## src/rtl/md_unit_iter_pkg.sv

```systemverilog
// Shared types for the iterative multiply/divide unit.
// Op encodings, FSM states and op-class helpers.
package md_unit_iter_pkg;

  typedef enum logic [3:0] {
    OP_NOP   = 4'd0,
    OP_MULT  = 4'd1,
    OP_MULTU = 4'd2,
    OP_DIV   = 4'd3,
    OP_DIVU  = 4'd4,
    OP_MADD  = 4'd5,
    OP_MADDU = 4'd6,
    OP_MSUB  = 4'd7,
    OP_MSUBU = 4'd8,
    OP_MTHI  = 4'd9,
    OP_MTLO  = 4'd10
  } md_op_e;

  typedef enum logic [1:0] {
    S_IDLE,
    S_MUL,
    S_DIV,
    S_FIX
  } md_state_e;

  // Context captured at acceptance and consumed at FIX
  typedef struct packed {
    logic neg_q;
    logic neg_r;
    logic b_zero;
    logic div;
    logic acc;
    logic sub;
  } md_ctx_t;

  function automatic logic is_mul(md_op_e op);
    return op inside {OP_MULT, OP_MULTU, OP_MADD,
                      OP_MADDU, OP_MSUB, OP_MSUBU};
  endfunction

  function automatic logic is_div(md_op_e op);
    return op inside {OP_DIV, OP_DIVU};
  endfunction

  function automatic logic is_signed(md_op_e op);
    return op inside {OP_MULT, OP_DIV, OP_MADD, OP_MSUB};
  endfunction

  function automatic logic is_acc(md_op_e op);
    return op inside {OP_MADD, OP_MADDU, OP_MSUB, OP_MSUBU};
  endfunction

  function automatic logic is_sub(md_op_e op);
    return op inside {OP_MSUB, OP_MSUBU};
  endfunction

endpackage

```

## src/rtl/md_unit_iter_if.sv

```systemverilog
// E-stage to multiply/divide unit request and HI/LO read bundle.
// master = pipeline side, slave = md_unit_iter.
interface md_unit_iter_if #(
  parameter int WIDTH = 32
) ();

  logic             start;
  logic [3:0]       md_op;
  logic [WIDTH-1:0] src_a;
  logic [WIDTH-1:0] src_b;
  logic             int_req;
  logic             rollback;
  logic             rd_hi;
  logic [WIDTH-1:0] hilo_rd;
  logic             busy;
  logic             done;

  modport master (
    output start, md_op, src_a, src_b,
    output int_req, rollback, rd_hi,
    input  hilo_rd, busy, done
  );

  modport slave (
    input  start, md_op, src_a, src_b,
    input  int_req, rollback, rd_hi,
    output hilo_rd, busy, done
  );

endinterface

```

## src/rtl/md_unit_iter_div.sv

```systemverilog
// Restoring divider datapath for unsigned magnitudes.
// One quotient bit per enabled cycle, MSB first.
module md_div_iter #(
  parameter int WIDTH = 32
) (
  input  logic             clk,
  input  logic             reset,
  input  logic             load,
  input  logic             en,
  input  logic [WIDTH-1:0] dividend,
  input  logic [WIDTH-1:0] divisor,
  output logic [WIDTH-1:0] quo,
  output logic [WIDTH-1:0] rem
);

  logic [WIDTH-1:0] q_r;
  logic [WIDTH-1:0] r_r;
  logic [WIDTH-1:0] d_r;
  logic [WIDTH:0]   r_sh;
  logic [WIDTH:0]   diff;

  // Shifted partial remainder never exceeds 2*divisor-1
  assign r_sh = {r_r, q_r[WIDTH-1]};
  assign diff = r_sh - {1'b0, d_r};

  always_ff @(posedge clk or negedge reset) begin
    if (!reset) begin
      q_r <= '0;
      r_r <= '0;
      d_r <= '0;
    end else if (load) begin
      q_r <= dividend;
      r_r <= '0;
      d_r <= divisor;
    end else if (en) begin
      if (!diff[WIDTH]) begin
        r_r <= diff[WIDTH-1:0];
        q_r <= {q_r[WIDTH-2:0], 1'b1};
      end else begin
        r_r <= r_sh[WIDTH-1:0];
        q_r <= {q_r[WIDTH-2:0], 1'b0};
      end
    end
  end

  assign quo = q_r;
  assign rem = r_r;

endmodule

```

## src/rtl/md_unit_iter.sv

```systemverilog
// Iterative multiply/divide unit owning HI/LO, with
// accumulate ops and rollback to a one-edge-old snapshot.
module md_unit_iter
  import md_unit_iter_pkg::*;
#(
  parameter int WIDTH   = 32,
  parameter int MUL_BPC = 4
) (
  input  logic         clk,
  input  logic         reset,
  md_unit_iter_if.slave md
);

  localparam int CW = $clog2(WIDTH) + 1;
  localparam logic [CW-1:0] MUL_LAST =
    CW'(WIDTH / MUL_BPC - 1);
  localparam logic [CW-1:0] DIV_LAST = CW'(WIDTH - 1);

  md_state_e state, state_nx;
  md_op_e    op;
  md_ctx_t   ctx;

  logic [WIDTH-1:0]   hi, lo, hi_save, lo_save;
  logic [WIDTH-1:0]   b_sh, abs_a, abs_b;
  logic [WIDTH-1:0]   quo, rem, lo_div, hi_div;
  logic [2*WIDTH-1:0] a_sh, prod, part;
  logic [2*WIDTH-1:0] p_fix, hilo, mul_res;
  logic [CW-1:0]      cnt;
  logic sa, sb, accept, go_mul, go_div;
  logic mt_hi, mt_lo, done_q;

  assign op     = md_op_e'(md.md_op);
  assign accept = md.start & ~md.int_req &
                  ~md.rollback & (state == S_IDLE);
  assign go_mul = accept & is_mul(op);
  assign go_div = accept & is_div(op);
  assign mt_hi  = accept & (op == OP_MTHI);
  assign mt_lo  = accept & (op == OP_MTLO);

  assign sa    = is_signed(op) & md.src_a[WIDTH-1];
  assign sb    = is_signed(op) & md.src_b[WIDTH-1];
  assign abs_a = sa ? -md.src_a : md.src_a;
  assign abs_b = sb ? -md.src_b : md.src_b;

  // Partial product of the low multiplier digit
  assign part = a_sh *
    {{(2*WIDTH-MUL_BPC){1'b0}}, b_sh[MUL_BPC-1:0]};

  assign hilo    = {hi, lo};
  assign p_fix   = ctx.neg_q ? -prod : prod;
  assign mul_res = !ctx.acc ? p_fix :
                   ctx.sub  ? hilo - p_fix :
                              hilo + p_fix;
  assign lo_div  = ctx.neg_q ? -quo : quo;
  assign hi_div  = ctx.neg_r ? -rem : rem;

  md_div_iter #(.WIDTH(WIDTH)) u_div (
    .clk      (clk),
    .reset    (reset),
    .load     (go_div),
    .en       (state == S_DIV),
    .dividend (abs_a),
    .divisor  (abs_b),
    .quo      (quo),
    .rem      (rem)
  );

  always_ff @(posedge clk or negedge reset) begin
    if (!reset) state <= S_IDLE;
    else        state <= state_nx;
  end

  always_comb begin
    state_nx = state;
    if (md.rollback) begin
      state_nx = S_IDLE;
    end else begin
      unique case (state)
        S_IDLE: begin
          if (go_mul)      state_nx = S_MUL;
          else if (go_div) state_nx = S_DIV;
        end
        S_MUL: if (cnt == MUL_LAST) state_nx = S_FIX;
        S_DIV: if (cnt == DIV_LAST) state_nx = S_FIX;
        S_FIX: state_nx = S_IDLE;
        default: state_nx = S_IDLE;
      endcase
    end
  end

  always_ff @(posedge clk or negedge reset) begin
    if (!reset) begin
      hi      <= '0;
      lo      <= '0;
      hi_save <= '0;
      lo_save <= '0;
      a_sh    <= '0;
      b_sh    <= '0;
      prod    <= '0;
      cnt     <= '0;
      ctx     <= '0;
      done_q  <= 1'b0;
    end else begin
      hi_save <= hi;
      lo_save <= lo;
      done_q  <= 1'b0;
      if (md.rollback) begin
        hi <= hi_save;
        lo <= lo_save;
      end else begin
        if (mt_hi) hi <= md.src_a;
        if (mt_lo) lo <= md.src_a;
        if (go_mul | go_div) begin
          a_sh       <= {{WIDTH{1'b0}}, abs_a};
          b_sh       <= abs_b;
          prod       <= '0;
          cnt        <= '0;
          ctx.neg_q  <= sa ^ sb;
          ctx.neg_r  <= sa;
          ctx.b_zero <= (md.src_b == '0);
          ctx.div    <= go_div;
          ctx.acc    <= is_acc(op);
          ctx.sub    <= is_sub(op);
        end
        unique case (state)
          S_MUL: begin
            prod <= prod + part;
            a_sh <= a_sh << MUL_BPC;
            b_sh <= b_sh >> MUL_BPC;
            cnt  <= cnt + 1'b1;
          end
          S_DIV: cnt <= cnt + 1'b1;
          S_FIX: begin
            cnt    <= '0;
            done_q <= 1'b1;
            if (!ctx.div) begin
              {hi, lo} <= mul_res;
            end else if (!ctx.b_zero) begin
              hi <= hi_div;
              lo <= lo_div;
            end
          end
          default: ;
        endcase
      end
    end
  end

  assign md.hilo_rd = md.rd_hi ? hi : lo;
  assign md.busy    = (state != S_IDLE);
  assign md.done    = done_q;

endmodule

```

## src/flat_wrapper.sv

```systemverilog
// flat-port wrapper written by rule: the top's interface ports become plain ports
module md_unit_iter_flat import md_unit_iter_pkg::*;
#(
  parameter int WIDTH   = 32,
  parameter int MUL_BPC = 4
)
  (clk, reset, md_start, md_md_op, md_src_a, md_src_b, md_int_req, md_rollback, md_rd_hi, md_hilo_rd, md_busy, md_done);
  md_unit_iter_if #(.WIDTH(WIDTH)) md_i ();
  input  logic clk;
  input  logic reset;
  input wire logic [$bits(md_i.start)-1:0] md_start;
  input wire logic [$bits(md_i.md_op)-1:0] md_md_op;
  input wire logic [$bits(md_i.src_a)-1:0] md_src_a;
  input wire logic [$bits(md_i.src_b)-1:0] md_src_b;
  input wire logic [$bits(md_i.int_req)-1:0] md_int_req;
  input wire logic [$bits(md_i.rollback)-1:0] md_rollback;
  input wire logic [$bits(md_i.rd_hi)-1:0] md_rd_hi;
  output wire logic [$bits(md_i.hilo_rd)-1:0] md_hilo_rd;
  output wire logic [$bits(md_i.busy)-1:0] md_busy;
  output wire logic [$bits(md_i.done)-1:0] md_done;
  assign md_i.start = md_start;
  assign md_i.md_op = md_md_op;
  assign md_i.src_a = md_src_a;
  assign md_i.src_b = md_src_b;
  assign md_i.int_req = md_int_req;
  assign md_i.rollback = md_rollback;
  assign md_i.rd_hi = md_rd_hi;
  assign md_hilo_rd = md_i.hilo_rd;
  assign md_busy = md_i.busy;
  assign md_done = md_i.done;
  md_unit_iter #(.WIDTH(WIDTH), .MUL_BPC(MUL_BPC)) u_core (.clk(clk), .reset(reset), .md(md_i));
endmodule
```

## config.mk

```make
export PLATFORM = sky130hd
export DESIGN_NAME = md_unit_iter_flat
export DESIGN_NICKNAME = d
export VERILOG_FILES = /design/src/rtl/md_unit_iter_pkg.sv /design/src/rtl/md_unit_iter_if.sv /design/src/rtl/md_unit_iter_div.sv /design/src/rtl/md_unit_iter.sv /design/src/flat_wrapper.sv
export SDC_FILE = /design/constraint.sdc
export NUM_CORES = 2
export LEC_CHECK = 0
export ABC_AREA = 1
export CORE_MARGIN = 2
export CORE_UTILIZATION = 35
export CTS_CLUSTER_SIZE = 20
export DETAILED_ROUTE_END_ITERATION = 7
export MAX_ROUTING_LAYER = met4
export PLACE_DENSITY_LB_ADDON = 0.3
export SETUP_SLACK_MARGIN = 0.1
export SLEW_MARGIN = 15
export SYNTH_ARGS = -nofsm -noshare
export SYNTH_HDL_FRONTEND = slang
export SYNTH_SLANG_ARGS = --single-unit
```

## constraint.sdc

```tcl
create_clock -name clk -period 6 [get_ports clk]
set_input_delay 0.9 -clock clk [delete_from_list [all_inputs] [get_ports clk]]
set_output_delay 0.9 -clock clk [all_outputs]
set_load 0.05 [all_outputs]
```

==> results.md <==
* 1st-iter DRT viols at 4,433
* Synthesized netlist cell count at 6,024
* Final global-route overflow total at 0
* Die Height at 343 µm
* P&R area growth vs syn at 13.2%
* Placeable core area at 114,000 µm²
* Most frequent standard cell in the layout excluding fill and tap cells: sky130_fd_sc_hd__nand2_1
* Yosys warning count at 0
* Final cycle utilization of the critical path at 94.4%
* Die ar. at 118,000 µm²
* Final-report max-slew violation count at 0
* Fraction of the yosys area taken by sequential cells at 24.8%
* Largest family of logic cells by synthesized area: simple AND/OR/NAND/NOR gates
* Worst hold margin at 0.233 ns
* CTS tree: built
* Number of buffer cells added on primary ports at 107
* Placed cell count at 7,548
* Post-synth top flop: sky130_fd_sc_hd__dfrtp_1
* Netlist cell types at 62
* Global-route usage over all layers at 31.0%
* Vias after detailed routing at 42,200
* Maximum clock frequency at 177 MHz
* Estimated wirelength of the detail-placed design at 144,000 µm
* Adder-cell area share of the yosys netlist at 14.6%
* Post-synthesis share of cell area spent on and, or, nand and nor gates at 26.2%
* First-pass GRT wire length at 265,000 µm
* Post-Syn Nets at 6,456
* Setup repair after global routing missed its margin: yes
* Count of final hold-check violations at 0
* Cell Area, Synth at 40,200 µm²
* Class of the most critical setup path: flip-flop to flip-flop
* Post-layout nets at 6,531
* Max-capacitance violation count at 0
* Latest clock arrival within the worst-skew pair at 0.68 ns
* Number of setup violations in the final report at 0
* Clock slew at reported path FFs at 0.06 ns
* Post-route DRC violation count at 0
* Post-route minimum period at 5.66 ns
* Total wire length after detailed routing at 179,000 µm
* CTS max path bufs at 3
* Antenna violations before repair at 8
* TritonCTS buffer count at 52
* Average wire per standard cell at 23.4 µm
* Grt met2 use at 46.3%
* Worst hold path type: input port to async pin
* Cell area after layout at 45,500 µm²
* Highest cell delay on the worst timing path at 0.39 ns
* Cts hold-fix bufs at 0
* Global Route met3 Usage at 4.77%
* Slowest-stage cell, CP: sky130_fd_sc_hd__dfrtp_1
* Outcome: completed
* Residual antenna-violating net count after detailed routing at 0
* Die outline width at 343 µm
* Commonest cells after routing, fill and taps aside: sky130_fd_sc_hd__nand2_1 (1,507), sky130_fd_sc_hd__inv_1 (905), sky130_fd_sc_hd__nor2_1 (575), sky130_fd_sc_hd__o21ai_0 (567), sky130_fd_sc_hd__dfrtp_1 (390)
* Mean number of vias per cell at 5.51
* Total clock sinks at 399
* Number of optimization iterations in the first detailed-route pass at 7
* Rel. slew slack at 18.7%
* Number of top-level pins at 108
* Share of flip-flops with an asynchronous set or reset at 100%
* Placed Area at 43,400 µm²
* Dominant cell type by area after synthesis: sky130_fd_sc_hd__dfrtp_1
* Total of flip-flops plus latches after synthesis at 399
* Number of global-route vias before repair at 40,200
* Setup_tns at 0 ns
* Critical path startpoint category: flip-flop
* Number of enable flip-flop cells after synthesis at 0
* Gr busiest metal: met2
* Measured slew at the worst slew-check pin at 1.21 ns
* Most common cell on crit path: sky130_fd_sc_hd__nand2_1
* Filler cells at 12,300
* Combined buffer and inverter count along the critical path at 4
* Met1 demand-to-capacity share in global routing at 40.9%
* Critical Path AT at 6.23 ns
* Area share of the largest cell type after synthesis at 24.8%
* Worst setup skew after layout at 0.0554 ns
* Synthesized area per cell at 6.68 µm²
* Fraction of final layout cells sized beyond drive strength 1 at 5.88%
* Xor and xnor area share after synthesis at 5.31%
* CTS H-tree depth at 2
* Maximum fanout count along the critical path at 6
* FP Rows at 124
* Top Family by Delay on Critical Path: simple AND/OR/NAND/NOR gates
* Cell at the root of the clock tree: sky130_fd_sc_hd__clkbuf_16
* Gp weighted congestion at 1.10
* Critical path required time at 6.56 ns
* Final Instance Count excl. Fillers at 7,659
* Starting utilization of the core area at 35.2%
* Nature of the critical path endpoint: flip-flop
* Post-synthesis compound-gate area fraction at 18.2%
* Largest net degree at the start of global routing at 130
* Main area contributors after synthesis: sky130_fd_sc_hd__dfrtp_1 (25%), sky130_fd_sc_hd__nand2_1 (14%), sky130_fd_sc_hd__fa_1 (9.2%)
* Fraction of synthesized area in multiplexers at 0.193%
-- repair_timing --
item,4_1_cts,5_1_grt
endpoints found under the setup margin,3,33
pin swaps,0,12
setup buffers,0,9
resized for setup,3,78
-- Yosys cell counts, types with 56 or more instances --
cell,n
sky130_fd_sc_hd__nand4_1,61
sky130_fd_sc_hd__a21oi_1,361
sky130_fd_sc_hd__fa_1,184
sky130_fd_sc_hd__xnor2_1,56
sky130_fd_sc_hd__o21ai_0,583
sky130_fd_sc_hd__a31oi_1,84
sky130_fd_sc_hd__inv_1,907
sky130_fd_sc_hd__dfrtp_1,399
sky130_fd_sc_hd__xor2_1,186
sky130_fd_sc_hd__ha_1,174
sky130_fd_sc_hd__nand2_1,1513
sky130_fd_sc_hd__nor2_1,594
sky130_fd_sc_hd__clkbuf_1,171
sky130_fd_sc_hd__nand3_1,267
-- path summary, 6_finish.rpt --
path / slack [ns] / endpoint / from / cells after the start
worst min register to register: 0.40 / u_core.lo_save[4]$_DFF_PN0_ / u_core.lo[4]$_DFF_PN0_ / 0
worst min-delay path: 0.23 / u_core.lo_save[18]$_DFF_PN0_ / reset / 1
worst max register to register: 0.34 / u_core.hi[22]$_DFF_PN0_ / u_core.prod[26]$_DFFE_PN0P_ / 32
max in group asynchronous: 4.47 / u_core.ctx[5]$_DFFE_PN0P_ / reset / 2
worst max-delay path: 0.34 / u_core.hi[22]$_DFF_PN0_ / u_core.prod[26]$_DFFE_PN0P_ / 32
min in group clk: 0.40 / u_core.lo_save[4]$_DFF_PN0_ / u_core.lo[4]$_DFF_PN0_ / 0
-- kinds of logic (layout without fill, tap and decap cells) --
| logic type | after synthesis | after routing |
|---|---|---|
| and+or+nand+nor | 2575 | 2575 |
| xor gates and xnor gates | 243 | 243 |
| buffers and inverters | 1134 | 1251 |
| DFF | 399 | 399 |
| other | 0 | 6 |
| AOI/OAI and AO/OA | 1308 | 1308 |
| muxes | 7 | 7 |
| adders and majority gates | 358 | 358 |
-- per-layer routing --
metal	vias up	wire, µm
li1	19700	-
met1	20300	76300
met2	1920	77700
met3	399	14500
met4	0	10600
met5	-	0
-- registers in the layout, summed over array words and instances, names as in the netlist, 32 cells and up --
name and count:
u_core.hi_save 32, u_core.prod 64, u_core.lo_save 32, u_core.u_div.rem 32, u_core.lo 32, u_core.u_div.d_r 32
u_core.hi 32, u_core.u_div.quo 32, u_core.b_sh 32, u_core.a_sh 64
-- worst reg2reg max path, delay by kind of cell (launching register included) --
| kind | cells | cell delay [ns] |
|---|---|---|
| AND/OR/NAND/NOR | 19 | 2.68 |
| AO/OA/AOI/OAI | 7 | 1.35 |
| buffers and inverters | 4 | 0.50 |
| flip-flops | 1 | 0.39 |
| adder cells (fa/ha/maj) | 1 | 0.39 |
| XOR/XNOR | 1 | 0.30 |
-- through the flow --
stage	utilization [%]	setup slack [ns]
CTS	39.6	0.146
detailed placement	38.0	0.0873
finish	39.9	0.335
floorplan	-	1.34
global placement	38.0	-0.0733
global route	39.9	0.0414
-- final cells by class --
class                      count  area [µm²]  share of cell area (%)
clock buffer                  73        1490                    3.27
multi-input combinational   4491       26200                    57.6
tap                         1512        1890                    4.15
timing repair buffer         230        2090                    4.59
sequential                   399       10000                    22.0
antenna                        6        15.0                  0.0330
clock inverter                23         342                   0.750
inverter                     925        3480                    7.64
Power is left out: the tool's default activity adds up to more than one toggle a clock period on the data nets, which glitch-free logic cannot reach.
